==> src/rtl/udp_rx_port_dispatch.sv <==
// ============================================================================
// Module   : udp_rx_port_dispatch
// Purpose  : Routes UDP RX header + payload to one of NUM_CH channels by
//            destination port; drains and counts frames that match no channel.
// Revision : 1.0  initial release
// ============================================================================
`default_nettype none

module udp_rx_port_dispatch #(
   parameter int NUM_CH = 4,
   parameter int CNT_W  = 16
) (
   input  logic                 clk,
   input  logic                 rst_n,
   input  logic                 s_hdr_valid,
   output logic                 s_hdr_ready,
   input  logic [31:0]          s_src_ip,
   input  logic [15:0]          s_src_port,
   input  logic [15:0]          s_dest_port,
   input  logic [15:0]          s_udp_length,
   input  logic [7:0]           s_payload_tdata,
   input  logic                 s_payload_tvalid,
   output logic                 s_payload_tready,
   input  logic                 s_payload_tlast,
   input  logic                 s_payload_tuser,
   input  logic [NUM_CH*16-1:0] cfg_port,
   input  logic [NUM_CH-1:0]    cfg_en,
   output logic [NUM_CH-1:0]    m_hdr_valid,
   input  logic [NUM_CH-1:0]    m_hdr_ready,
   output logic [31:0]          m_src_ip,
   output logic [15:0]          m_src_port,
   output logic [15:0]          m_udp_length,
   output logic [7:0]           m_payload_tdata,
   output logic [NUM_CH-1:0]    m_payload_tvalid,
   input  logic [NUM_CH-1:0]    m_payload_tready,
   output logic                 m_payload_tlast,
   output logic                 m_payload_tuser,
   output logic [CNT_W-1:0]     stat_drop_cnt,
   output logic [CNT_W-1:0]     stat_err_cnt,
   output logic                 busy
);

   localparam int SEL_W = (NUM_CH > 1) ? $clog2(NUM_CH) : 1;

   typedef enum logic [1:0] {
      S_IDLE    = 2'd0,
      S_HDR     = 2'd1,
      S_PAYLOAD = 2'd2,
      S_DROP    = 2'd3
   } state_t;

   state_t             state_q;
   logic [SEL_W-1:0]   sel_q;
   logic [NUM_CH-1:0]  hdr_valid_q;
   logic [31:0]        src_ip_q;
   logic [15:0]        src_port_q;
   logic [15:0]        udp_len_q;
   logic [CNT_W-1:0]   drop_cnt_q, drop_cnt_d;
   logic [CNT_W-1:0]   err_cnt_q, err_cnt_d;

   logic               w_match_found;
   logic [SEL_W-1:0]   w_match_idx;
   logic               w_beat_last;

   // Scan from the top so the lowest-indexed matching channel wins.
   always_comb begin
      w_match_found = 1'b0;
      w_match_idx   = '0;
      for (int i = NUM_CH - 1; i >= 0; i--) begin
         if (cfg_en[i] && (cfg_port[16*i +: 16] == s_dest_port)) begin
            w_match_found = 1'b1;
            w_match_idx   = SEL_W'(i);
         end
      end
   end

   always_comb begin
      drop_cnt_d = (drop_cnt_q == '1) ? drop_cnt_q : drop_cnt_q + CNT_W'(1);
      err_cnt_d  = (err_cnt_q  == '1) ? err_cnt_q  : err_cnt_q  + CNT_W'(1);
   end

   assign s_hdr_ready      = (state_q == S_IDLE);
   assign s_payload_tready = (state_q == S_PAYLOAD) ? m_payload_tready[sel_q]
                                                    : (state_q == S_DROP);
   assign w_beat_last      = s_payload_tvalid && s_payload_tready && s_payload_tlast;

   generate
      for (genvar g = 0; g < NUM_CH; g++) begin : g_ch
         assign m_payload_tvalid[g] = (state_q == S_PAYLOAD) && (sel_q == SEL_W'(g))
                                      && s_payload_tvalid;
      end
   endgenerate

   always_ff @(posedge clk or negedge rst_n) begin
      if (!rst_n) begin
         state_q     <= S_IDLE;
         sel_q       <= '0;
         hdr_valid_q <= '0;
         src_ip_q    <= '0;
         src_port_q  <= '0;
         udp_len_q   <= '0;
         drop_cnt_q  <= '0;
         err_cnt_q   <= '0;
      end else begin
         case (state_q)
            S_IDLE: begin
               if (s_hdr_valid) begin
                  src_ip_q   <= s_src_ip;
                  src_port_q <= s_src_port;
                  udp_len_q  <= s_udp_length;
                  if (w_match_found) begin
                     sel_q       <= w_match_idx;
                     hdr_valid_q <= NUM_CH'(1) << w_match_idx;
                     state_q     <= S_HDR;
                  end else begin
                     drop_cnt_q <= drop_cnt_d;
                     state_q    <= S_DROP;
                  end
               end
            end
            S_HDR: begin
               if (m_hdr_ready[sel_q]) begin
                  hdr_valid_q <= '0;
                  state_q     <= S_PAYLOAD;
               end
            end
            S_PAYLOAD: begin
               if (w_beat_last) begin
                  state_q <= S_IDLE;
                  if (s_payload_tuser) err_cnt_q <= err_cnt_d;
               end
            end
            S_DROP: begin
               if (w_beat_last) state_q <= S_IDLE;
            end
            default: state_q <= S_IDLE;
         endcase
      end
   end

   assign m_hdr_valid     = hdr_valid_q;
   assign m_src_ip        = src_ip_q;
   assign m_src_port      = src_port_q;
   assign m_udp_length    = udp_len_q;
   assign m_payload_tdata = s_payload_tdata;
   assign m_payload_tlast = s_payload_tlast;
   assign m_payload_tuser = s_payload_tuser;
   assign stat_drop_cnt   = drop_cnt_q;
   assign stat_err_cnt    = err_cnt_q;
   assign busy            = (state_q != S_IDLE);

endmodule

`default_nettype wire

==> config.mk <==
export PLATFORM = sky130hd
export DESIGN_NAME = udp_rx_port_dispatch
export DESIGN_NICKNAME = d
export VERILOG_FILES = /design/src/rtl/udp_rx_port_dispatch.sv
export SDC_FILE = /design/constraint.sdc
export NUM_CORES = 1
export LEC_CHECK = 0
export ABC_AREA = 1
export CORE_ASPECT_RATIO = 0.9
export CORE_MARGIN = 2
export CORE_UTILIZATION = 46
export DETAILED_ROUTE_END_ITERATION = 16
export MAX_ROUTING_LAYER = met4
export PLACE_DENSITY = 0.91
export REMOVE_ABC_BUFFERS = 1
export SKIP_CTS_REPAIR_TIMING = 1
export SLEW_MARGIN = 20
export SYNTH_ARGS = -nofsm -noshare
export SYNTH_HDL_FRONTEND = slang
export SYNTH_SLANG_ARGS = --single-unit
==> constraint.sdc <==
create_clock -name clk -period 3.79 [get_ports clk]
set_clock_uncertainty 0.05 [all_clocks]
set_input_delay 0.5685 -clock clk [delete_from_list [all_inputs] [get_ports clk]]
set_output_delay 0.5685 -clock clk [all_outputs]
set_load 0.01 [all_outputs]
==> results.yml, run 1 <==
status:
  status: "finished, final reports clean"
cells_and_area:
  area_delta_synth_final_pct: 47.4
  diodes: 0
  final_util: 0.692
  layoutNonFillerInstCount: 1332
  n_fill_cell: 1093
  layout-drive-gt1-share: 0.0983
  fin_nets: 1307
  fin_area_mm2: 0.00966
yosys:
  yosysWarnings: 0
  yosysTopAreaCell: "dfrtp_1"
  ys.flop_type: "dfrtp_1"
  syn_area_mm2: 0.00655
  ys_seq_area_frac: 0.397
  async_reset_ff_frac: 1.00
  synth_top_area_share: 0.397
  post-synth-top-count-cell: "nand2_1"
  netlist_instances: 875
  synth_edf_count: 0
  synth-seq-cells: 104
  netlist_top_cells_area: "dfrtp_1, nand2_1, mux2_2"
  avgSynthCellArea_um2: 7.48
  synth_common_cells: "nand2_1, inv_1, dfrtp_1"
  synthDistinctLibCells: 39
place:
  dpl-instance-area_mm2: 0.00935
  gp_congestion: 1.08
  dp.cells: 1317
  dp_hpwl_um: 18600
  io_buffers: 270
floorplanning:
  fp.dieArea_mm2: 0.0152
  io_pins: 287
  initial_utilization: 0.469
  fp.dieH_um: 117
  fp.coreArea_mm2: 0.0140
  num_rows: 41
  fp.dieW_um: 130
route:
  vias_per_cell: 5.19
  dr_total_vias: 6917
  drt-total-wl_um: 23700
  drc: 0
  dr.pass1.iters: 8
  final_antenna_net_count: 0
  wl_per_cell_um: 17.8
  drt-initial-drc-count: 645
timing:
  slew_viol_final: 0
  fin_tns_setup_ns: 0
  post-route-period-util: 0.729
  tightest_slew_ns: 0.964
  period_needed_ns: 2.76
  setup_violations: 0
  hold_viol: 0
  rsz0062_at_grt: "no"
  max_slew_margin: 0.357
  clock.fmax_mhz: 362
clocking:
  htreeDepth: 3
  clock_latency_ns: 0.35
  cts_tree: "done"
  clk_pin_slew_ns: 0.07
  numCtsBuffers: 9
  cts_num_sinks: 104
  cts_root_buffer: "clkbuf_16"
  clockBufferDepth: 2
power:
  ir_drop_mv: 0.396
  p_leak_nw: 4.66
  p_per_area_mw_per_mm2: 560
  seqPwrFrac: 0.351
  sw_frac_of_total: 0.346
  p_comb_frac: 0.466
  power.switching_mw: 1.87
  clkPwrFrac: 0.184
  p_int_mw: 3.53
grt:
  track_usage: 0.313
  grt_max_degree: 76
  grt-ovfl-total: 0
  antenna_found_initial: 0
  grt_pass1_vias: 6771
  grt_pass1_wl_um: 35000
worst_setup_path:
  path_delay_family: "simple AND/OR/NAND/NOR gates"
  crit_top_cell: "nand2_1"
  crit_chain: "clkdlybuf4s50_1 > inv_1 > nand2_1 > nand2_1 > nor2_1 > nand2_1 > nor2_1 > nand3_1 > nand2_2 > nor2_4 > nand2_4 > inv_1 > nand3_1 > nand2_1"
  crit_fanout: 17
  worstRegToRegCells: 8
  crit_cells: 14
  cp_data_required_time_ns: 4.03
  slowest_delay_ns: 0.58
  cp-start-kind: "input pin"
  critical_path_arrival_ns: 3.00
  crit_type: "in2reg"
  crit_path_end_kind: "flip-flop"
  slowest_stage: "clkdlybuf4s50_1"
  crit_buf_inv: 3
run:
  max_cap_violations: 0
worst_hold_path:
  hold_class: "in2async"
kinds of logic (layout without fill, tap and decap cells):
| group | count (synthesis) | after routing | share of synthesized area |
|---|---|---|---|
| compound gates | 33 | 33 | 0.0361 |
| xor+xnor | 20 | 20 | 0.0267 |
| simple gates | 505 | 505 | 0.329 |
| fa+ha+maj | 2 | 2 | 0.00382 |
| buf+inv | 147 | 411 | 0.0965 |
| flops | 104 | 104 | 0.397 |
| mux | 64 | 64 | 0.110 |
path summary, 6_finish.rpt:
path,from,to,slack [ns]
max in group asynchronous,rst_n,m_src_port[7]$_DFFE_PN0P_,2.55
max,s_dest_port[10],stat_drop_cnt[9]$_DFFE_PN0P_,1.03
max reg2reg,stat_err_cnt[0]$_DFFE_PN0P_,stat_err_cnt[7]$_DFFE_PN0P_,1.41
min in group clk,m_hdr_valid[3]$_DFFE_PN0P_,m_hdr_valid[3]$_DFFE_PN0P_,0.44
min,rst_n,m_src_port[14]$_DFFE_PN0P_,0.31
min reg2reg,m_hdr_valid[3]$_DFFE_PN0P_,m_hdr_valid[3]$_DFFE_PN0P_,0.44
cells in the final DEF, fill, tap and decap left out, types with 3 or more instances in the layout:
cell,count
inv_1,119
mux2_2,64
nand3_1,44
o21ai_2,7
xnor2_1,8
nand2_1,313
nand2_2,4
dfrtp_1,104
nor3b_1,3
inv_2,3
nor3_1,11
xor2_1,12
nand3_2,4
clkdlybuf4s50_1,269
nor4_1,3
nor2_1,85
nand4_1,17
buf_4,4
clkbuf_16,9
nor2_2,4
a21oi_1,4
o21ai_0,15
nand3b_1,7
layer usage:
layer / vias to the layer above / global-route usage / wire length [um]
li1: 3250 / - / -
met1: 3197 / 0.379 / 9090
met2: 398 / 0.517 / 11700
met3: 72 / 0.0650 / 2000
met4: 0 / 0.124 / 858
met5: - / - / 0
sequential cells by signal, indices dropped and copies added (netlist names):
name,cells
sel_q,2
m_src_ip,32
m_src_port,16
m_udp_length,16
stat_drop_cnt,16
stat_err_cnt,16
state_q,2
m_hdr_valid,4
through the flow:
step / setup WS, ns / power [mW] / hold slack (ns)
after floorplan: 0.535 / 2.91 / 0.223
after global placement: 0.854 / 4.25 / 0.424
after detailed placement: 0.767 / 4.37 / 0.422
after CTS: 1.08 / 5.41 / 0.353
after global routing: 0.910 / 5.66 / 0.375
final: 1.03 / 5.41 / 0.309
layout make-up:
class | instances | area, um2 | share of cell area
sequential | 104 | 2600 | 0.270
inverter | 123 | 462 | 0.0478
multi-input combinational | 624 | 3320 | 0.344
timing repair buffer | 273 | 2720 | 0.282
clock buffer | 10 | 229 | 0.0237
tap | 193 | 241 | 0.0250
clock inverter | 5 | 81.3 | 0.00842
power groups by stage:
stage,registers (mW),logic [mW],clock network (mW)
after floorplan,2.04,0.871,0
after CTS,1.88,2.52,1.00
final,1.89,2.52,0.993
after detailed placement,1.89,2.48,0
after global routing,1.94,2.68,1.04
after global placement,1.84,2.41,0
(Power assumes the default switching activity.)
==> run 2, diff against run 1 <==
Settings changed: CORE_UTILIZATION 46 to 43, PLACE_DENSITY 0.91 to 0.86.
Clock period 3.79 ns to 2.63 ns, I/O delays scaled along.
==> results.yml, run 2 (same netlist as run 1, synthesis figures left out) <==
floorplanning:
  fp.coreArea_mm2: 0.0148
  num_rows: 42
  fp.dieW_um: 134
  fp.dieArea_mm2: 0.0162
  io_pins: 287
  fp.dieH_um: 121
  initial_utilization: 0.442
worst_hold_path:
  hold_class: "reg2reg"
  min_path_cells: 2
  hold_end: "m_hdr_valid[3]$_DFFE_PN0P_"
  hold_path_startpoint: "m_hdr_valid[3]$_DFFE_PN0P_"
grt:
  grt-ovfl-total: 0
  grt_pass1_vias: 6787
  grt_max_degree: 45
  grt_pass1_wl_um: 35600
  track_usage: 0.295
  antenna_found_initial: 0
place:
  dp.cells: 1341
  dpl-instance-area_mm2: 0.00952
  dp_hpwl_um: 19000
  gp_congestion: 1.04
  io_buffers: 270
timing:
  slew_viol_final: 0
  hold_viol: 0
  timing.hold.ws_ns: 0.443
  rsz0062_at_grt: "no"
  period_needed_ns: 2.44
  post-route-period-util: 0.927
  tightest_slew_ns: 0.501
  setup_violations: 0
  max_slew_margin: 0.663
  fin_tns_setup_ns: 0
  clock.fmax_mhz: 410
worst_setup_path:
  r2r_start: "stat_drop_cnt[0]$_DFFE_PN0P_"
  crit_type: "reg2out"
  cp_data_required_time_ns: 2.19
  crit_path_end_kind: "output port"
  worstRegToRegCells: 8
  crit_fanout: 4
  r2r-end: "stat_drop_cnt[14]$_DFFE_PN0P_"
  critical_path_arrival_ns: 1.99
  r2r_slack_ns: 0.49
  cp-start-kind: "flip-flop"
route:
  dr.pass1.iters: 5
  final_antenna_net_count: 0
  drt-initial-drc-count: 668
  wl_per_cell_um: 17.3
  drc: 0
  drt-total-wl_um: 23500
  vias_per_cell: 5.05
  dr_total_vias: 6856
clocking:
  numCtsBuffers: 9
  htreeDepth: 3
  cts_num_sinks: 104
  clock_latency_ns: 0.35
  cts_tree: "done"
  clk_pin_slew_ns: 0.07
  cts_root_buffer: "clkbuf_16"
  clockBufferDepth: 2
cells_and_area:
  layoutNonFillerInstCount: 1358
  diodes: 0
  fin_area_mm2: 0.00981
  final_common_cell: "nand2_1"
  layout-drive-gt1-share: 0.115
  multi_input_area_mm2: 0.00332
  area_delta_synth_final_pct: 49.8
  seq_area_mm2: 0.00260
  layout_common_cells: "nand2_1, clkdlybuf4s50_1, inv_1"
  fin_nets: 1327
  largest_register_ffs: 32
  n_fill_cell: 1226
status:
  status: "finished, final reports clean"
power:
  p_leak_nw: 4.76
  p_total_mw: 7.62
  ir_drop_mv: 0.552
  p_per_area_mw_per_mm2: 777
run:
  max_cap_violations: 0
-- run 2: worst max-delay path, cell delays in order, from the launching register on --
cell             delay, ns
dfrtp_1               0.39
inv_1                 0.10
nor2_1                0.22
nand2_1               0.16
nor3_1                0.19
clkdlybuf4s50_1       0.58
-- run 2: metal layers --
layer | vias up | track usage | wire length (um)
li1 | 3290 | - | -
met1 | 3211 | 0.373 | 9620
met2 | 303 | 0.480 | 11500
met3 | 52 | 0.0739 | 1780
met4 | 0 | 0.0704 | 563
met5 | - | - | 0
-- run 2: cell type report --
type,instances,share of cell area
flip-flops and latches,104,0.265
clock buffers,9,0.0230
clock inverters,7,0.00561
multi-input cells,624,0.338
repair buffers,293,0.296
inverters,123,0.0471
well taps,198,0.0253
-- run 2: worst max-delay path by stage --
stage,start,to,slack [ns],cells after the start
after floorplan,state_q[1]$_DFFE_PN0P_,stat_drop_cnt[9]$_DFFE_PN0P_,-0.62,7
after global placement,s_dest_port[2],stat_drop_cnt[2]$_DFFE_PN0P_,0.08,12
after detailed placement,s_dest_port[2],stat_drop_cnt[5]$_DFFE_PN0P_,0.06,12
after CTS,state_q[1]$_DFFE_PN0P_,m_payload_tvalid[2],0.17,5
after global routing,state_q[1]$_DFFE_PN0P_,m_payload_tvalid[2],0.09,5
final,state_q[1]$_DFFE_PN0P_,m_payload_tvalid[2],0.19,5
-- run 2: per-stage QoR --
stage	setup slack, ns	util
final	0.192	0.662
after global routing	0.0879	0.662
after detailed placement	0.0567	0.642
after CTS	0.168	0.661
after floorplan	-0.625	-
after global placement	0.0826	0.642
-- run 2: power breakdown --
group	internal (mW)	leakage (nW)	switching [mW]
clock network	0.652	0.138	0.606
logic	2.06	3.37	1.59
registers	2.25	1.25	0.468
total	4.96	4.76	2.66
